<file path="src/rtl/hist_eq_pkg.sv">
// Shared constants and FSM encoding for the histogram equalizer scratch reader.
package hist_eq_pkg;

    localparam int BINS_PER_WORD = 4;
    localparam int BIN_W         = 32;
    localparam int HIST_WORDS    = 64;

    typedef enum logic [1:0] {
        ST_IDLE  = 2'd0,
        ST_READ  = 2'd1,
        ST_DRAIN = 2'd2,
        ST_DONE  = 2'd3
    } rd_state_e;

endpackage

</file>
<file path="src/rtl/hist_rd_fifo2.sv">
// Two-entry valid/ready FIFO carrying {cdf_index, cdf_data}; push and pop may
// coincide on a full FIFO.
module hist_rd_fifo2 #(
    parameter int W = 8
) (
    input  logic         clock,
    input  logic         reset,
    input  logic         push,
    input  logic [W-1:0] push_data,
    input  logic         pop,
    output logic         valid,
    output logic [W-1:0] head_data,
    output logic [1:0]   count
);

    logic [W-1:0] mem_q [2];
    logic [W-1:0] mem_d [2];
    logic         wr_ptr_q, wr_ptr_d;
    logic         rd_ptr_q, rd_ptr_d;
    logic [1:0]   count_q, count_d;
    logic         do_push, do_pop;

    always_comb begin
        // NOTE: every combinational output gets a default first, so no path can infer a latch.
        mem_d    = mem_q;
        wr_ptr_d = wr_ptr_q;
        rd_ptr_d = rd_ptr_q;
        do_pop   = pop && (count_q != 2'd0);
        do_push  = push && ((count_q != 2'd2) || do_pop);
        if (do_push) begin
            mem_d[wr_ptr_q] = push_data;
            wr_ptr_d        = ~wr_ptr_q;
        end
        if (do_pop) begin
            rd_ptr_d = ~rd_ptr_q;
        end
        count_d = count_q + {1'b0, do_push} - {1'b0, do_pop};
    end

    // NOTE: storage is reset as well: it is only two entries and the head is
    // visible on cdf_data, which must read zero out of reset.
    always_ff @(posedge clock or negedge reset) begin
        if (!reset) begin
            mem_q    <= '{default: '0};
            wr_ptr_q <= 1'b0;
            rd_ptr_q <= 1'b0;
            count_q  <= 2'd0;
        end else begin
            mem_q    <= mem_d;
            wr_ptr_q <= wr_ptr_d;
            rd_ptr_q <= rd_ptr_d;
            count_q  <= count_d;
        end
    end

    assign valid     = (count_q != 2'd0);
    assign head_data = mem_q[rd_ptr_q];
    assign count     = count_q;

endmodule

</file>
<file path="src/rtl/hist_scratch_reader.sv">
// Reads the 256-bin histogram from scratch, streams saturating prefix-sum (CDF) words.
// Optional `HIST_CDF_MIN_EN` captures the first nonzero CDF value on cdf_min.
module hist_scratch_reader #(
    parameter int                 ADDR_W    = 17,
    parameter int                 NUM_WORDS = 64,
    parameter logic [ADDR_W-1:0]  BASE_ADDR = '0,
    parameter int                 BIN_W     = 32
) (
    input  logic                 clock,
    input  logic                 reset,
    input  logic                 start,
    output logic                 busy,
    output logic                 done,
    output logic                 rd_en,
    output logic [ADDR_W-1:0]    rd_addr,
    input  logic [4*BIN_W-1:0]   rdata,
    output logic                 cdf_valid,
    input  logic                 cdf_ready,
    output logic [4*BIN_W-1:0]   cdf_data,
    output logic [5:0]           cdf_index,
    output logic [BIN_W-1:0]     cdf_min
);
    import hist_eq_pkg::*;

    localparam int CNT_W  = $clog2(NUM_WORDS + 1);
    localparam int FIFO_W = 6 + 4 * BIN_W;

    rd_state_e          state_q, state_d;
    logic [CNT_W-1:0]   rd_cnt_q, rd_cnt_d;
    logic [5:0]         ret_idx_q, ret_idx_d;
    logic [BIN_W-1:0]   acc_q, acc_d;
    logic               inflight_q;
    logic               rd_en_c;
    logic [BIN_W-1:0]   c [BINS_PER_WORD];
    logic [4*BIN_W-1:0] cdf_word;
    logic [BIN_W-1:0]   run_sum;
    logic [1:0]         fifo_count;
    logic [2:0]         occ_c;
    logic               pop;

    function automatic logic [BIN_W-1:0] sat_add(input logic [BIN_W-1:0] a,
                                                  input logic [BIN_W-1:0] b);
        logic [BIN_W:0] s;
        s = {1'b0, a} + {1'b0, b};
        return s[BIN_W] ? '1 : s[BIN_W-1:0];
    endfunction

    // NOTE: blocking assignments here chain the running sum through the four bins in one cycle.
    always_comb begin
        run_sum  = acc_q;
        cdf_word = '0;
        for (int k = 0; k < BINS_PER_WORD; k++) begin
            run_sum                   = sat_add(run_sum, rdata[BIN_W*k +: BIN_W]);
            c[k]                      = run_sum;
            cdf_word[BIN_W*k +: BIN_W] = run_sum;
        end
    end

    assign pop   = cdf_valid && cdf_ready;
    // Words the FIFO will hold once the current return and pop settle.
    assign occ_c = {1'b0, fifo_count} + {2'b0, inflight_q} - {2'b0, pop};

    always_comb begin
        state_d   = state_q;
        rd_cnt_d  = rd_cnt_q;
        ret_idx_d = ret_idx_q;
        acc_d     = acc_q;
        rd_en_c   = 1'b0;
        case (state_q)
            ST_IDLE: begin
                if (start) begin
                    state_d   = ST_READ;
                    rd_cnt_d  = '0;
                    ret_idx_d = '0;
                    acc_d     = '0;
                end
            end
            ST_READ: begin
                if ((rd_cnt_q != CNT_W'(NUM_WORDS)) && (occ_c < 3'd2)) begin
                    rd_en_c  = 1'b1;
                    rd_cnt_d = rd_cnt_q + 1'b1;
                end
                if (rd_cnt_d == CNT_W'(NUM_WORDS)) begin
                    state_d = ST_DRAIN;
                end
            end
            ST_DRAIN: begin
                if (!inflight_q && (fifo_count == {1'b0, pop})) begin
                    state_d = ST_DONE;
                end
            end
            ST_DONE:  state_d = ST_IDLE;
            default:  state_d = ST_IDLE;
        endcase
        if (inflight_q) begin
            acc_d     = c[BINS_PER_WORD-1];
            ret_idx_d = ret_idx_q + 1'b1;
        end
    end

    always_ff @(posedge clock or negedge reset) begin
        if (!reset) begin
            state_q    <= ST_IDLE;
            rd_cnt_q   <= '0;
            ret_idx_q  <= '0;
            acc_q      <= '0;
            inflight_q <= 1'b0;
        end else begin
            state_q    <= state_d;
            rd_cnt_q   <= rd_cnt_d;
            ret_idx_q  <= ret_idx_d;
            acc_q      <= acc_d;
            inflight_q <= rd_en_c;
        end
    end

    assign rd_en   = rd_en_c;
    assign rd_addr = BASE_ADDR + ADDR_W'(rd_cnt_q);
    assign busy    = (state_q == ST_READ) || (state_q == ST_DRAIN);
    assign done    = (state_q == ST_DONE);

    hist_rd_fifo2 #(.W(FIFO_W)) u_fifo (
        .clock     (clock),
        .reset     (reset),
        .push      (inflight_q),
        .push_data ({ret_idx_q, cdf_word}),
        .pop       (pop),
        .valid     (cdf_valid),
        .head_data ({cdf_index, cdf_data}),
        .count     (fifo_count)
    );

`ifdef HIST_CDF_MIN_EN
    logic [BIN_W-1:0] min_q, min_d;
    logic             min_found_q, min_found_d;

    // The CDF is monotonic, so the first nonzero entry seen is the minimum nonzero one.
    always_comb begin
        min_d       = min_q;
        min_found_d = min_found_q;
        if ((state_q == ST_IDLE) && start) begin
            min_d       = '0;
            min_found_d = 1'b0;
        end else if (inflight_q) begin
            for (int k = 0; k < BINS_PER_WORD; k++) begin
                if (!min_found_d && (c[k] != '0)) begin
                    min_d       = c[k];
                    min_found_d = 1'b1;
                end
            end
        end
    end

    always_ff @(posedge clock or negedge reset) begin
        if (!reset) begin
            min_q       <= '0;
            min_found_q <= 1'b0;
        end else begin
            min_q       <= min_d;
            min_found_q <= min_found_d;
        end
    end

    assign cdf_min = min_q;
`else
    assign cdf_min = '0;
`endif

endmodule

</file>
<file path="config.mk">
export PLATFORM = sky130hd
export DESIGN_NAME = hist_scratch_reader
export DESIGN_NICKNAME = d
export VERILOG_FILES = /design/src/rtl/hist_eq_pkg.sv /design/src/rtl/hist_rd_fifo2.sv /design/src/rtl/hist_scratch_reader.sv
export SDC_FILE = /design/constraint.sdc
export NUM_CORES = 1
export LEC_CHECK = 0
export CAP_MARGIN = 15
export CORE_UTILIZATION = 50
export CTS_CLUSTER_SIZE = 30
export DETAILED_ROUTE_END_ITERATION = 8
export PLACE_DENSITY = 0.81
export SLEW_MARGIN = 30
export SYNTH_ARGS = -nofsm -noshare
export SYNTH_HDL_FRONTEND = slang
export SYNTH_SLANG_ARGS = --single-unit
</file>
<file path="constraint.sdc">
create_clock -name clock -period 20.6 [get_ports clock]
set_clock_uncertainty 0.2 [all_clocks]
set_input_delay 2.06 -clock clock [delete_from_list [all_inputs] [get_ports clock]]
set_output_delay 2.06 -clock clock [all_outputs]
set_load 0.01 [all_outputs]
</file>
==> summary.md <==
| Metric | Value |
|---|---|
| Syn Std Cell Area | `approximately 22000 um2` |
| Fin area | `around 26000 um2` |
| Sequential area share after synthesis | `0.372` |
| Initial core utilization | `0.510` |
| Final Setup Violations | `0` |
| Htree depth | `2` |
| Largest net degree at the start of global routing | `201` |
| Non-Filler Instances | `around 3.2k` |
| CTS resizes | `0` |
| GPL Wtd Cong | `about 1` |
| Layout cells sized above 1 | `0.105` |
| Total grt overflow | `0` |
| Setup CP Type | `primary input to flip-flop` |
| Core area | `around 42000 um2` |
| CTS tree | `yes` |
| Post-Route WL | `slightly below 70000 um` |
| Drt first pass iters | `6` |
| CP max FO | `46` |
| Worst setup SP type | `primary input` |
| Max-cap violation count | `0` |
| Initial antenna violation count | `2` |
| RSZ-0062 raised after global routing | `no` |
| Chip width | `around 210 um` |
| Final Max Slew Viols | `0` |
| Ys async rst share | `1.00` |
| Worst relative slew slack | `0.366` |
| CP required | `20.85 ns` |
| Outcome | `finished, final reports clean` |
| Placed instance count | `around 3.1k` |
| Worst Path Arrival | `13.74 ns` |
| First-pass GRT wire length | `105000 um` |
| Syn avg cell area | `a little under 9 um2` |
| Residual DRC | `0` |
| Final hold slack | `about 0.27 ns` |
| Full die area | `43900 um2` |
| Hold_buf cts | `0` |
| F_max | `roughly 74 MHz` |
| Yosys cell types | `81` |
| CTS Buf Count | `37` |
| Setup Fix Bufs, Post-CTS | `0` |
| Num rows | `75` |
| Worst Tran Pin Value | `0.950 ns` |
| Yosys Warn Count | `0` |
| Vias in the first global route | `~18k` |
| Post-synth top flop | `dfrtp_1` |
| Layout area overhead | `19.5%` |
| Port Buffers | `about 280` |
| Die H | `~210 um` |
| GRT Overall Usage | `0.310` |
| I/O Pins | `between 300 and 400` |
| Filler cell count | `roughly 3.6k` |
| Period utilization | `0.655` |
| EDFF count, synth | `0` |
| Worst-skew pair later-pin latency | `0.56 ns` |
| Register bit total from synthesis | `320` |
| Antenna-violating nets left | `0` |
| 1st-iter DRT viols | `between 1.5k and 2k` |
| Min Tclk post-route | `approximately 13 ns` |
| Setup_tns | `0 ns` |
| Post-detail-place hpwl | `a little over 50000 um` |
| Hold Path Class | `flip-flop to flip-flop` |
| Worst path max stage delay | `around 0.77 ns` |
| Clk slew on worst S/H paths | `0.06 ns` |
| Crit path capture type | `flip-flop` |
| Placed Area | `24500 um2` |
| Vias/cell | `approximately 5.9` |
| Final hold vios | `0` |
| Synth Instances | `around 2.4k` |
| Crit-path slowest cell | `o21a_1` |
| Via Count | `between 15k and 20k` |
| Nets@finish | `approximately 2.9k` |
| Routed len/inst | `~21 um` |
| Clk root buf | `clkbuf_16` |
| Clock tree buffer depth | `3` |
| CTS Sinks | `320` |
worst max-delay path: cells and delay by family:
family	cells	cell delay [ns]
buffers and inverters	7	1.50
adder cells (fa/ha/maj)	7	2.04
AO/OA/AOI/OAI	25	6.56
AND/OR/NAND/NOR	8	1.53
final timing paths:
path,to,from,slack [ns],depth (start not counted)
worst max-delay path,acc_q[8],rdata[0],7.11,47
worst min-delay path,u_fifo.mem_q[2],u_fifo.mem_q[2],0.27,2
worst max register to register,acc_q[8],acc_q[0],8.67,46
worst min register to register,u_fifo.mem_q[2],u_fifo.mem_q[2],0.27,2
max in group asynchronous,u_fifo.mem_q[2],reset,17.67,2
min in group asynchronous,u_fifo.mem_q[261],reset,1.27,1
registers in the layout (all words and copies together) (netlist names):
register,flops
ret_idx_q,6
u_fifo.mem_q,268
state_q,2
u_fifo.rd_ptr_q,1
u_fifo.count,2
u_fifo.wr_ptr_q,1
acc_q,32
rd_cnt_q,7
inflight_q,1
cell families (layout without fill, tap and decap cells):
family          after synthesis  count (layout)  synth area share
flops                       320             320             0.372
simple gates                727             727             0.149
mux                         183             183            0.0954
fa+ha+maj                   143             143            0.0848
compound gates              703             703             0.204
buf+inv                     262             446            0.0544
xor+xnor                     99              99            0.0403
other cells                   1              43          0.000174
metal layers:
metal | wire [um] | track usage
met5 | 0 | 0
met4 | 3650 | 0.163
met3 | 4480 | 0.0495
met2 | 30800 | 0.484
met1 | 29600 | 0.416
area by class of cell:
cell class / count / area [um2] / area share
multi-input combinational: 1897 / 12500 / 0.487
sequential: 320 / 8010 / 0.311
timing repair buffer: 290 / 2940 / 0.114
clock buffer: 53 / 1120 / 0.0435
tap: 539 / 674 / 0.0262
inverter: 89 / 334 / 0.0130
clock inverter: 14 / 135 / 0.00525
antenna: 1 / 2.50 / 0.0000972
synth_stat cells, drive strengths merged (7+ instances only):
| library cell | n | area share |
|---|---|---|
| xor2 | 40 | 0.016 |
| o31ai | 13 | 0.0050 |
| nand2 | 250 | 0.044 |
| or3 | 11 | 0.0032 |
| nor2 | 266 | 0.046 |
| nand2b | 14 | 0.0041 |
| buf | 64 | 0.020 |
| a21o | 66 | 0.023 |
| o22a | 9 | 0.0037 |
| a22o | 11 | 0.0045 |
| o211ai | 10 | 0.0035 |
| dfrtp | 320 | 0.37 |
| a221oi | 7 | 0.0028 |
| ha | 138 | 0.080 |
| nand4 | 26 | 0.0078 |
| a21oi | 205 | 0.048 |
| nand3 | 35 | 0.0081 |
| o21a | 20 | 0.0070 |
| and3 | 14 | 0.0041 |
| clkbuf | 109 | 0.019 |
| xnor2 | 59 | 0.024 |
| nand3b | 8 | 0.0028 |
| mux2 | 177 | 0.093 |
| o21ai | 181 | 0.043 |
| and2 | 22 | 0.0064 |
| nor3 | 35 | 0.0081 |
| inv | 89 | 0.016 |
| o21bai | 23 | 0.0080 |
| a31oi | 93 | 0.028 |
| nor2b | 27 | 0.0078 |
| a211oi | 15 | 0.0063 |
layout by cell type (no fill, tap or decap), types with 89 or more instances in the layout:
cell,count
a31oi_1,90
o21ai_0,149
ha_1,138
clkdlybuf4s50_1,275
nor2_1,265
a21oi_1,204
nand2_1,249
inv_1,89
mux2_2,177
dfrtp_1,319
metrics by stage:
stage / utilization / setup WS (ns)
after floorplan: - / 9.28
after global placement: 0.578 / 6.99
after detailed placement: 0.580 / 6.62
after CTS: 0.609 / 7.18
after global routing: 0.610 / 6.32
final: 0.610 / 7.11
Power is not shown: default switching activity piles up to over one toggle a cycle in this logic, so the estimate is an artifact.
